--- config.mk ---
export PLATFORM = sky130hd
export DESIGN_NAME = mac_tx_stream_arbiter
export DESIGN_NICKNAME = d
export VERILOG_FILES = /design/src/rtl/mac_tx_stream_arbiter.sv
export SDC_FILE = /design/constraint.sdc
export NUM_CORES = 1
export LEC_CHECK = 0
export CAP_MARGIN = 40
export CORE_AREA = 2 2 150 152
export CTS_BUF_LIST = sky130_fd_sc_hd__clkbuf_8
export CTS_CLUSTER_DIAMETER = 50
export DETAILED_ROUTE_END_ITERATION = 10
export DIE_AREA = 0 0 152 154
export PLACE_DENSITY = 0.44
export SLEW_MARGIN = 10
export SYNTH_ARGS = -nofsm -noshare
export SYNTH_HDL_FRONTEND = slang
export SYNTH_SLANG_ARGS = --single-unit
--- constraint.sdc ---
create_clock -name i_clk -period 2.25 [get_ports i_clk]
set_input_delay 0.45 -clock i_clk [delete_from_list [all_inputs] [get_ports i_clk]]
set_output_delay 0.45 -clock i_clk [all_outputs]
set_load 0.01 [all_outputs]
--- src/rtl/mac_tx_stream_arbiter.sv ---
// Packet-level round-robin arbiter feeding the single MAC TX stream; a grant is held until tlast is accepted.
// Grant 1 cycle after request, then zero-latency pass-through; m_tready stalls reach only the granted requester.
module mac_tx_stream_arbiter #(
  parameter int N_PORTS   = 4,
  parameter int N_SYMBOLS = 8,
  parameter int W_SYMBOL  = 8,
  localparam int W_IDX    = $clog2(N_PORTS)
) (
  input  logic                                              i_clk,
  input  logic                                              i_reset,
  input  logic [N_PORTS-1:0]                                s_tvalid,
  input  logic [N_PORTS-1:0][N_SYMBOLS-1:0][W_SYMBOL-1:0]   s_tdata,
  input  logic [N_PORTS-1:0][N_SYMBOLS-1:0]                 s_tkeep,
  input  logic [N_PORTS-1:0]                                s_tlast,
  output logic [N_PORTS-1:0]                                s_tready,
  output logic                                              m_tvalid,
  output logic [N_SYMBOLS-1:0][W_SYMBOL-1:0]                m_tdata,
  output logic [N_SYMBOLS-1:0]                              m_tkeep,
  output logic                                              m_tlast,
  input  logic                                              m_tready,
  output logic                                              o_busy,
  output logic [W_IDX-1:0]                                  o_grant_idx,
  output logic                                              o_frame_done
);

  typedef enum logic {
    IDLE = 1'b0,
    BUSY = 1'b1
  } state_t;

  state_t           state;
  state_t           state_nxt;
  logic [W_IDX-1:0] rr_ptr;
  logic [W_IDX-1:0] grant_idx;
  logic [W_IDX-1:0] sel_idx;
  logic             sel_vld;
  logic             beat_acc;
  logic             last_acc;
  logic             frame_done;

  // base + off with off in 1..N_PORTS never exceeds 2*N_PORTS-1, so one subtract wraps it.
  function automatic logic [W_IDX-1:0] port_after(input logic [W_IDX-1:0] base, input int off);
    int sum;
    sum = int'(base) + off;
    if (sum >= N_PORTS) begin
      sum = sum - N_PORTS;
    end
    return W_IDX'(sum);
  endfunction

  always_comb begin
    sel_vld = 1'b0;
    sel_idx = '0;
    for (int i = 1; i <= N_PORTS; i++) begin
      if (!sel_vld && s_tvalid[port_after(rr_ptr, i)]) begin
        sel_vld = 1'b1;
        sel_idx = port_after(rr_ptr, i);
      end
    end
  end

  always_ff @(posedge i_clk) begin
    if (i_reset) begin
      state <= IDLE;
    end else begin
      state <= state_nxt;
    end
  end

  always_comb begin
    state_nxt = state;
    case (state)
      IDLE:    if (sel_vld)  state_nxt = BUSY;
      BUSY:    if (last_acc) state_nxt = IDLE;
      default: state_nxt = IDLE;
    endcase
  end

  // Idle drives zeros on every data lane so nothing undefined leaks to the MAC.
  always_comb begin
    s_tready = '0;
    m_tvalid = 1'b0;
    m_tdata  = '0;
    m_tkeep  = '0;
    m_tlast  = 1'b0;
    o_busy   = 1'b0;
    if (state == BUSY) begin
      o_busy              = 1'b1;
      m_tvalid            = s_tvalid[grant_idx];
      m_tdata             = s_tdata[grant_idx];
      m_tkeep             = s_tkeep[grant_idx];
      m_tlast             = s_tlast[grant_idx];
      s_tready[grant_idx] = m_tready;
    end
  end

  assign beat_acc = (state == BUSY) && m_tvalid && m_tready;
  assign last_acc = beat_acc && m_tlast;

  // The pointer only advances on a grant, so an idle link keeps the previous winner as the scan origin.
  always_ff @(posedge i_clk) begin
    if (i_reset) begin
      rr_ptr     <= W_IDX'(N_PORTS - 1);
      grant_idx  <= '0;
      frame_done <= 1'b0;
    end else begin
      frame_done <= last_acc;
      if ((state == IDLE) && sel_vld) begin
        grant_idx <= sel_idx;
        rr_ptr    <= sel_idx;
      end
    end
  end

  assign o_grant_idx  = grant_idx;
  assign o_frame_done = frame_done;

  a_ready_onehot: assert property (@(posedge i_clk) disable iff (i_reset) $onehot0(s_tready));
  a_valid_busy:   assert property (@(posedge i_clk) disable iff (i_reset) m_tvalid |-> o_busy);

endmodule

==> results of run 1 <==
## power groups by stage
| stage | clock [W] | sequential, W | combinational [W] |
|---|---|---|---|
| after floorplan | 0 | 0.000131 | 0.000726 |
| after CTS | 0.000166 | 0.000142 | 0.00191 |
| after detailed placement | 0 | 0.000146 | 0.00170 |
| final | 0.000160 | 0.000143 | 0.00189 |
| after global placement | 0 | 0.000145 | 0.00169 |
| after global routing | 0.000171 | 0.000146 | 0.00202 |
## synth_stat cells, drive strengths merged (2+ instances only)
master / n / area, um2
dfxtp: 6 / 120
nor2: 3 / 11.3
o21ai: 2 / 10.0
a21oi: 3 / 15.0
inv: 3 / 11.3
buf: 14 / 109
mux4: 74 / 1670
nor3: 4 / 20.0
nor3b: 3 / 22.5
nand2: 6 / 22.5
and2: 74 / 463
clkbuf: 12 / 45.0
nand2b: 2 / 12.5
## metrics by stage
step	setup TNS (ns)	area, um2	utilization, %
finish	-0.195	7310	33.7
CTS	-2.33	7310	33.7
global route	-2.04	7310	33.7
detailed placement	-12.82	6880	31.7
floorplan	0	2640	-
global placement	-12.37	6880	31.7
## final timing paths
check | endpoint | slack, ns | cells after the start
worst max register to register | state | 0.70 | 7
worst min-delay path | o_grant_idx[1] | 0.56 | 2
worst min register to register | o_grant_idx[1] | 0.56 | 2
worst max-delay path | m_tkeep[6] | -0.03 | 7
## layer usage
| layer | up-vias | share of wire [%] | global-route usage (%) |
|---|---|---|---|
| met3 | 10 | 6.4 | 3.41 |
| met1 | 1845 | 39 | 17.7 |
| met5 | - | 0 | 0 |
| li1 | 1726 | - | - |
| met2 | 204 | 53 | 27.8 |
| met4 | 0 | 0.83 | 1.91 |
## cell families (layout without fill, tap and decap cells)
kind of cell / Yosys count / count (layout) / synth area share, %
AOI/OAI and AO/OA: 13 / 13 / 3.55
buffers and inverters: 29 / 441 / 6.25
DFF: 6 / 6 / 4.55
muxes: 74 / 74 / 63.1
other: 0 / 3 / 0
and+or+nand+nor: 98 / 98 / 22.6
## sequential cells by signal, summed over array words and instances (netlist names)
signal        flops
o_grant_idx       2
rr_ptr            2
o_frame_done      1
state             1
## tightest hold or removal path: cells and delay by family (launching register included)
family,cells,cell delay (ns)
flip-flops,1,0.38
AND/OR/NAND/NOR,1,0.07
AO/OA/AOI/OAI,1,0.06
## final cells by class
cell class / count / area (um2)
multi-input combinational: 185 / 2420
antenna: 3 / 7.51
tap: 280 / 350
clock buffer: 3 / 41.3
sequential: 6 / 129
inverter: 3 / 11.3
fill: 2209 / 14400
timing repair buffer: 435 / 4350
## timing repair
item                                    4_1_cts  5_1_grt
setup buffers                                36        2
gates resized for setup                     307       46
cloned                                        5        0
endpoints found under the setup margin       76       68
pin swaps                                    20       12
==> results.sh, run 1 <==
export IMPL_outcome="complete, but fails checks"
export IMPL_violations="setup timing"
export IMPL_drive_above_1_share_pct=36.7
export IMPL_seq_power_share_pct=6.5
export IMPL_syn_inst=220
export IMPL_p_sw_share_pct=30.2
export IMPL_hold_viol=0
export IMPL_maxCapViolCount=0
export IMPL_slowest_delay_ns=0.49
export IMPL_path_cells="buf_12 > buf_12 > buf_16 > buf_6 > mux4_2 > and2_4 > buf_6"
export IMPL_worst_endpoint_arrival_ns=1.83
export IMPL_leakage_nw=2.78
export IMPL_fin_nets=933
export IMPL_powerDensity_nw_per_um2=299
export IMPL_cp_start_kind="flop"
export IMPL_die_y_um=154
export IMPL_p_comb_share_pct=86.2
export IMPL_h_tree_depth=1
export IMPL_end_kind="primary output"
export IMPL_period_share_pct=101
export IMPL_path_clk_slew_ns=0.04
export IMPL_wl_per_cell_um=20.0
export IMPL_irDropWorstVdd_uv=277
export IMPL_initial_core_util_pct=12.2
export IMPL_antenna_found_initial=4
export IMPL_grt_max_degree=36
export IMPL_vias_per_cell=4.14
export IMPL_setup_viol=13
export IMPL_fin_ws_ns=-0.0272
export IMPL_place_inst=871
export IMPL_drtPass1Iterations=6
export IMPL_core_um2=21700
export IMPL_worstMarginPinSlew_ns=0.407
export IMPL_fin_hold_ws_ns=0.563
export IMPL_first_global_vias=4289
export IMPL_clock_sinks=6
export IMPL_path_buf_inv=5
export IMPL_synth_ff_type="dfxtp_1"
export IMPL_cpMaxStageDelayCell="mux4_2"
export IMPL_slew_headroom_pct=72.6
export IMPL_switchingPower_w=0.000661
export IMPL_r2r_start="o_grant_idx[0]"
export IMPL_rows=54
export IMPL_grt_pass1_wl_mm=26.8
export IMPL_rsz0062_at_grt="true"
export IMPL_yosys_warnings=0
export IMPL_yosysSeqAreaShare_pct=4.55
export IMPL_dp_slack_ns=-0.312
export IMPL_crit_start="o_grant_idx[0]"
export IMPL_finalPower_w=0.00219
export IMPL_place_congestion=0.834
export IMPL_slew_violations=0
export IMPL_drtIter0Drc=106
export IMPL_grtUsageTotal_pct=14.8
export IMPL_p_clk_share_pct=7.3
export IMPL_cts_hold_buffers_added=0
export IMPL_layout_min_cycle_time_ns=2.28
export IMPL_crit_fanout=7
export IMPL_mostFrequentLayoutCell="clkdlybuf4s50_1"
export IMPL_min_from="o_grant_idx[1]"
export IMPL_syn_avg_cell_area_um2=12.0
export IMPL_required_ns=1.80
export IMPL_layout_cells_non_filler=915
export IMPL_route_antenna_remaining_nets=0
export IMPL_internal_power_w=0.00153
export IMPL_fin_skew_ns=0.000864
export IMPL_die_x_um=152
export IMPL_synth_edf_count=0
export IMPL_crit_family="buffers and inverters"
export IMPL_drt_wl_total_mm=18.3
export IMPL_postSynthNetCount=519
export IMPL_async_reset_ff_share_pct=0
export IMPL_io_buffers=380
export IMPL_fmax_ghz=0.439
export IMPL_fp_dieArea_um2=23400
export IMPL_cts_root_buf="clkbuf_8"
export IMPL_ys_ff_latch=6
export IMPL_drc_errors=0
export IMPL_clkLatencyLatePin_ns=0.22
export IMPL_ios=381
export IMPL_cts_made_buffers=3
export IMPL_ys_types=31
export IMPL_hpwl_mm=14.9
export IMPL_clock_path_buffers=2
export IMPL_netlist_area_um2=2640
export IMPL_cts_tree="yes"
export IMPL_most_common_layout_cells="clkdlybuf4s50_1 (301), mux4_2 (74), and2_1 (50)"
export IMPL_grt_overflow=0
export IMPL_path_class="reg -> out"
export IMPL_synthToLayoutAreaGrowth_pct=177
export IMPL_hold_class="reg -> reg"
export IMPL_vias=3785
Note: power is estimated with default switching activity, not from simulation.
==> inputs of run 2 (changes only) <==
--- a/config.mk
+++ b/config.mk
@@ -11,6 +11,7 @@
 export CTS_CLUSTER_DIAMETER = 50
 export DETAILED_ROUTE_END_ITERATION = 10
 export DIE_AREA = 0 0 152 154
+export GPL_TIMING_DRIVEN = 0
 export PLACE_DENSITY = 0.44
 export SLEW_MARGIN = 10
 export SYNTH_ARGS = -nofsm -noshare
==> results.sh, run 2 (synthesis results as in run 1) <==
export IMPL_violations="setup timing"
export IMPL_cpMostUsedCell="buf_12"
export IMPL_n_antenna_cell=0
export IMPL_rows=54
export IMPL_worstMarginPinSlew_ns=0.651
export IMPL_die_x_um=152
export IMPL_path_clk_slew_ns=0.04
export IMPL_hold_viol=0
export IMPL_path_class="reg -> out"
export IMPL_crit_start="o_grant_idx[0]"
export IMPL_dp_slack_ns=-0.488
export IMPL_cts_root_buf="clkbuf_8"
export IMPL_min_from="rr_ptr[0]"
export IMPL_first_global_vias=4275
export IMPL_clock_path_buffers=2
export IMPL_cp_start_kind="flop"
export IMPL_slowest_delay_ns=0.50
export IMPL_maxCapViolCount=0
export IMPL_io_buffers=380
export IMPL_crit_family="buffers and inverters"
export IMPL_fin_ws_ns=-0.0674
export IMPL_initial_core_util_pct=12.2
export IMPL_route_antenna_remaining_nets=0
export IMPL_worst_endpoint_arrival_ns=1.87
export IMPL_fp_dieArea_um2=23400
export IMPL_fin_area_um2=7280
export IMPL_r2r_start="o_grant_idx[0]"
export IMPL_path_cells="buf_16 > buf_12 > buf_12 > buf_12 > mux4_2 > and2_4 > buf_6"
export IMPL_grt_max_degree=11
export IMPL_vias=3756
export IMPL_place_area_um2=6800
export IMPL_outcome="complete, but fails checks"
export IMPL_antenna_found_initial=0
export IMPL_clock_sinks=6
export IMPL_drc_errors=0
export IMPL_ios=381
export IMPL_slew_violations=0
export IMPL_setup_viol=11
export IMPL_clkLatencyLatePin_ns=0.22
export IMPL_cts_tree="yes"
export IMPL_path_buf_inv=5
export IMPL_die_y_um=154
export IMPL_slew_headroom_pct=56.6
export IMPL_most_common_layout_cells="clkdlybuf4s50_1 (298), mux4_2 (74), and2_4 (46)"
export IMPL_rsz0062_at_grt="true"
export IMPL_crit_fanout=5
export IMPL_grt_pass1_wl_mm=27.3
export IMPL_grt_overflow=0
export IMPL_cpMaxStageDelayCell="mux4_2"
export IMPL_drt_wl_total_mm=18.9
export IMPL_drive_above_1_share_pct=38.9
export IMPL_cts_hold_buffers_added=0
export IMPL_hold_class="reg -> reg"
export IMPL_tns_ns=-0.380
export IMPL_fmax_ghz=0.432
export IMPL_synthToLayoutAreaGrowth_pct=176
export IMPL_cts_made_buffers=3
export IMPL_wl_per_cell_um=20.9
export IMPL_fin_nets=928
export IMPL_irDropWorstVdd_uv=162
export IMPL_period_share_pct=103
export IMPL_end_kind="primary output"
export IMPL_powerDensity_nw_per_um2=307
export IMPL_h_tree_depth=1
export IMPL_layout_min_cycle_time_ns=2.32
export IMPL_required_ns=1.80
export IMPL_leakage_nw=2.79
export IMPL_fin_skew_ns=0.00258
export IMPL_vias_per_cell=4.14
export IMPL_drtPass1Iterations=4
export IMPL_mostFrequentLayoutCell="clkdlybuf4s50_1"
export IMPL_post_route_util_pct=33.6
export IMPL_place_congestion=0.866
export IMPL_hpwl_mm=16.1
export IMPL_drtIter0Drc=154
export IMPL_core_um2=21700
export IMPL_grtUsageTotal_pct=15.2
run 2: cell count changes in the layout (fill, tap and decap cells not counted), sizes merged:
| cell | delta |
|---|---|
| clkdlybuf4s15 | -10 |
| clkbuf | +8 |
| diode | -3 |
| dlygate4sd2 | +1 |
| buf | -1 |
| clkdlybuf4s50 | -3 |
run 2: timing repair:
action,in CTS,in global routing
pin swaps,4,0
cloned,5,1
endpoints found under the hold margin,0,0
setup buffers,20,7
endpoints found under the setup margin,78,51
gates resized for setup,392,72
run 2: where the power goes:
| part | total, W | internal [W] | switching [W] |
|---|---|---|---|
| clock network | 0.000163 | 0.000115 | 0.0000479 |
| registers | 0.000139 | 0.000117 | 0.0000212 |
| logic | 0.00193 | 0.00132 | 0.000613 |
run 2: final timing paths:
check	cells past startpoint	endpoint	slack [ns]
hold reg to reg	1	rr_ptr[0]	0.63
setup reg to reg	7	state	0.68
hold / removal	1	rr_ptr[0]	0.63
setup / recovery	7	m_tdata[24]	-0.07
run 2: per-stage QoR:
stage / total power (W) / cells / hold WS, ns
2_1_floorplan: 0.000857 / 220 / 0.519
3_3_place_gp: 0.00183 / 880 / 0.568
3_5_place_dp: 0.00185 / 880 / 0.593
4_1_cts: 0.00217 / 907 / 0.620
5_1_grt: 0.00238 / 907 / 0.654
6_report: 0.00223 / 907 / 0.626
run 2: area by class of cell:
type                    count  area (um2)
plain buffers              24         267
clock buffers               3        41.3
fillers                  2222       14400
inverters                   3        11.3
multi-input cells         185        2470
flip-flops and latches      6         128
well taps                 280         350
repair buffers            406        4010
run 2: routing by layer:
metal | vias up | share of wire [%] | GRT usage (%)
li1 | 1711 | - | -
met1 | 1845 | 39 | 17.8
met2 | 188 | 54 | 28.9
met3 | 12 | 6.2 | 3.61
met4 | 0 | 1.0 | 1.51
met5 | - | 0 | 0
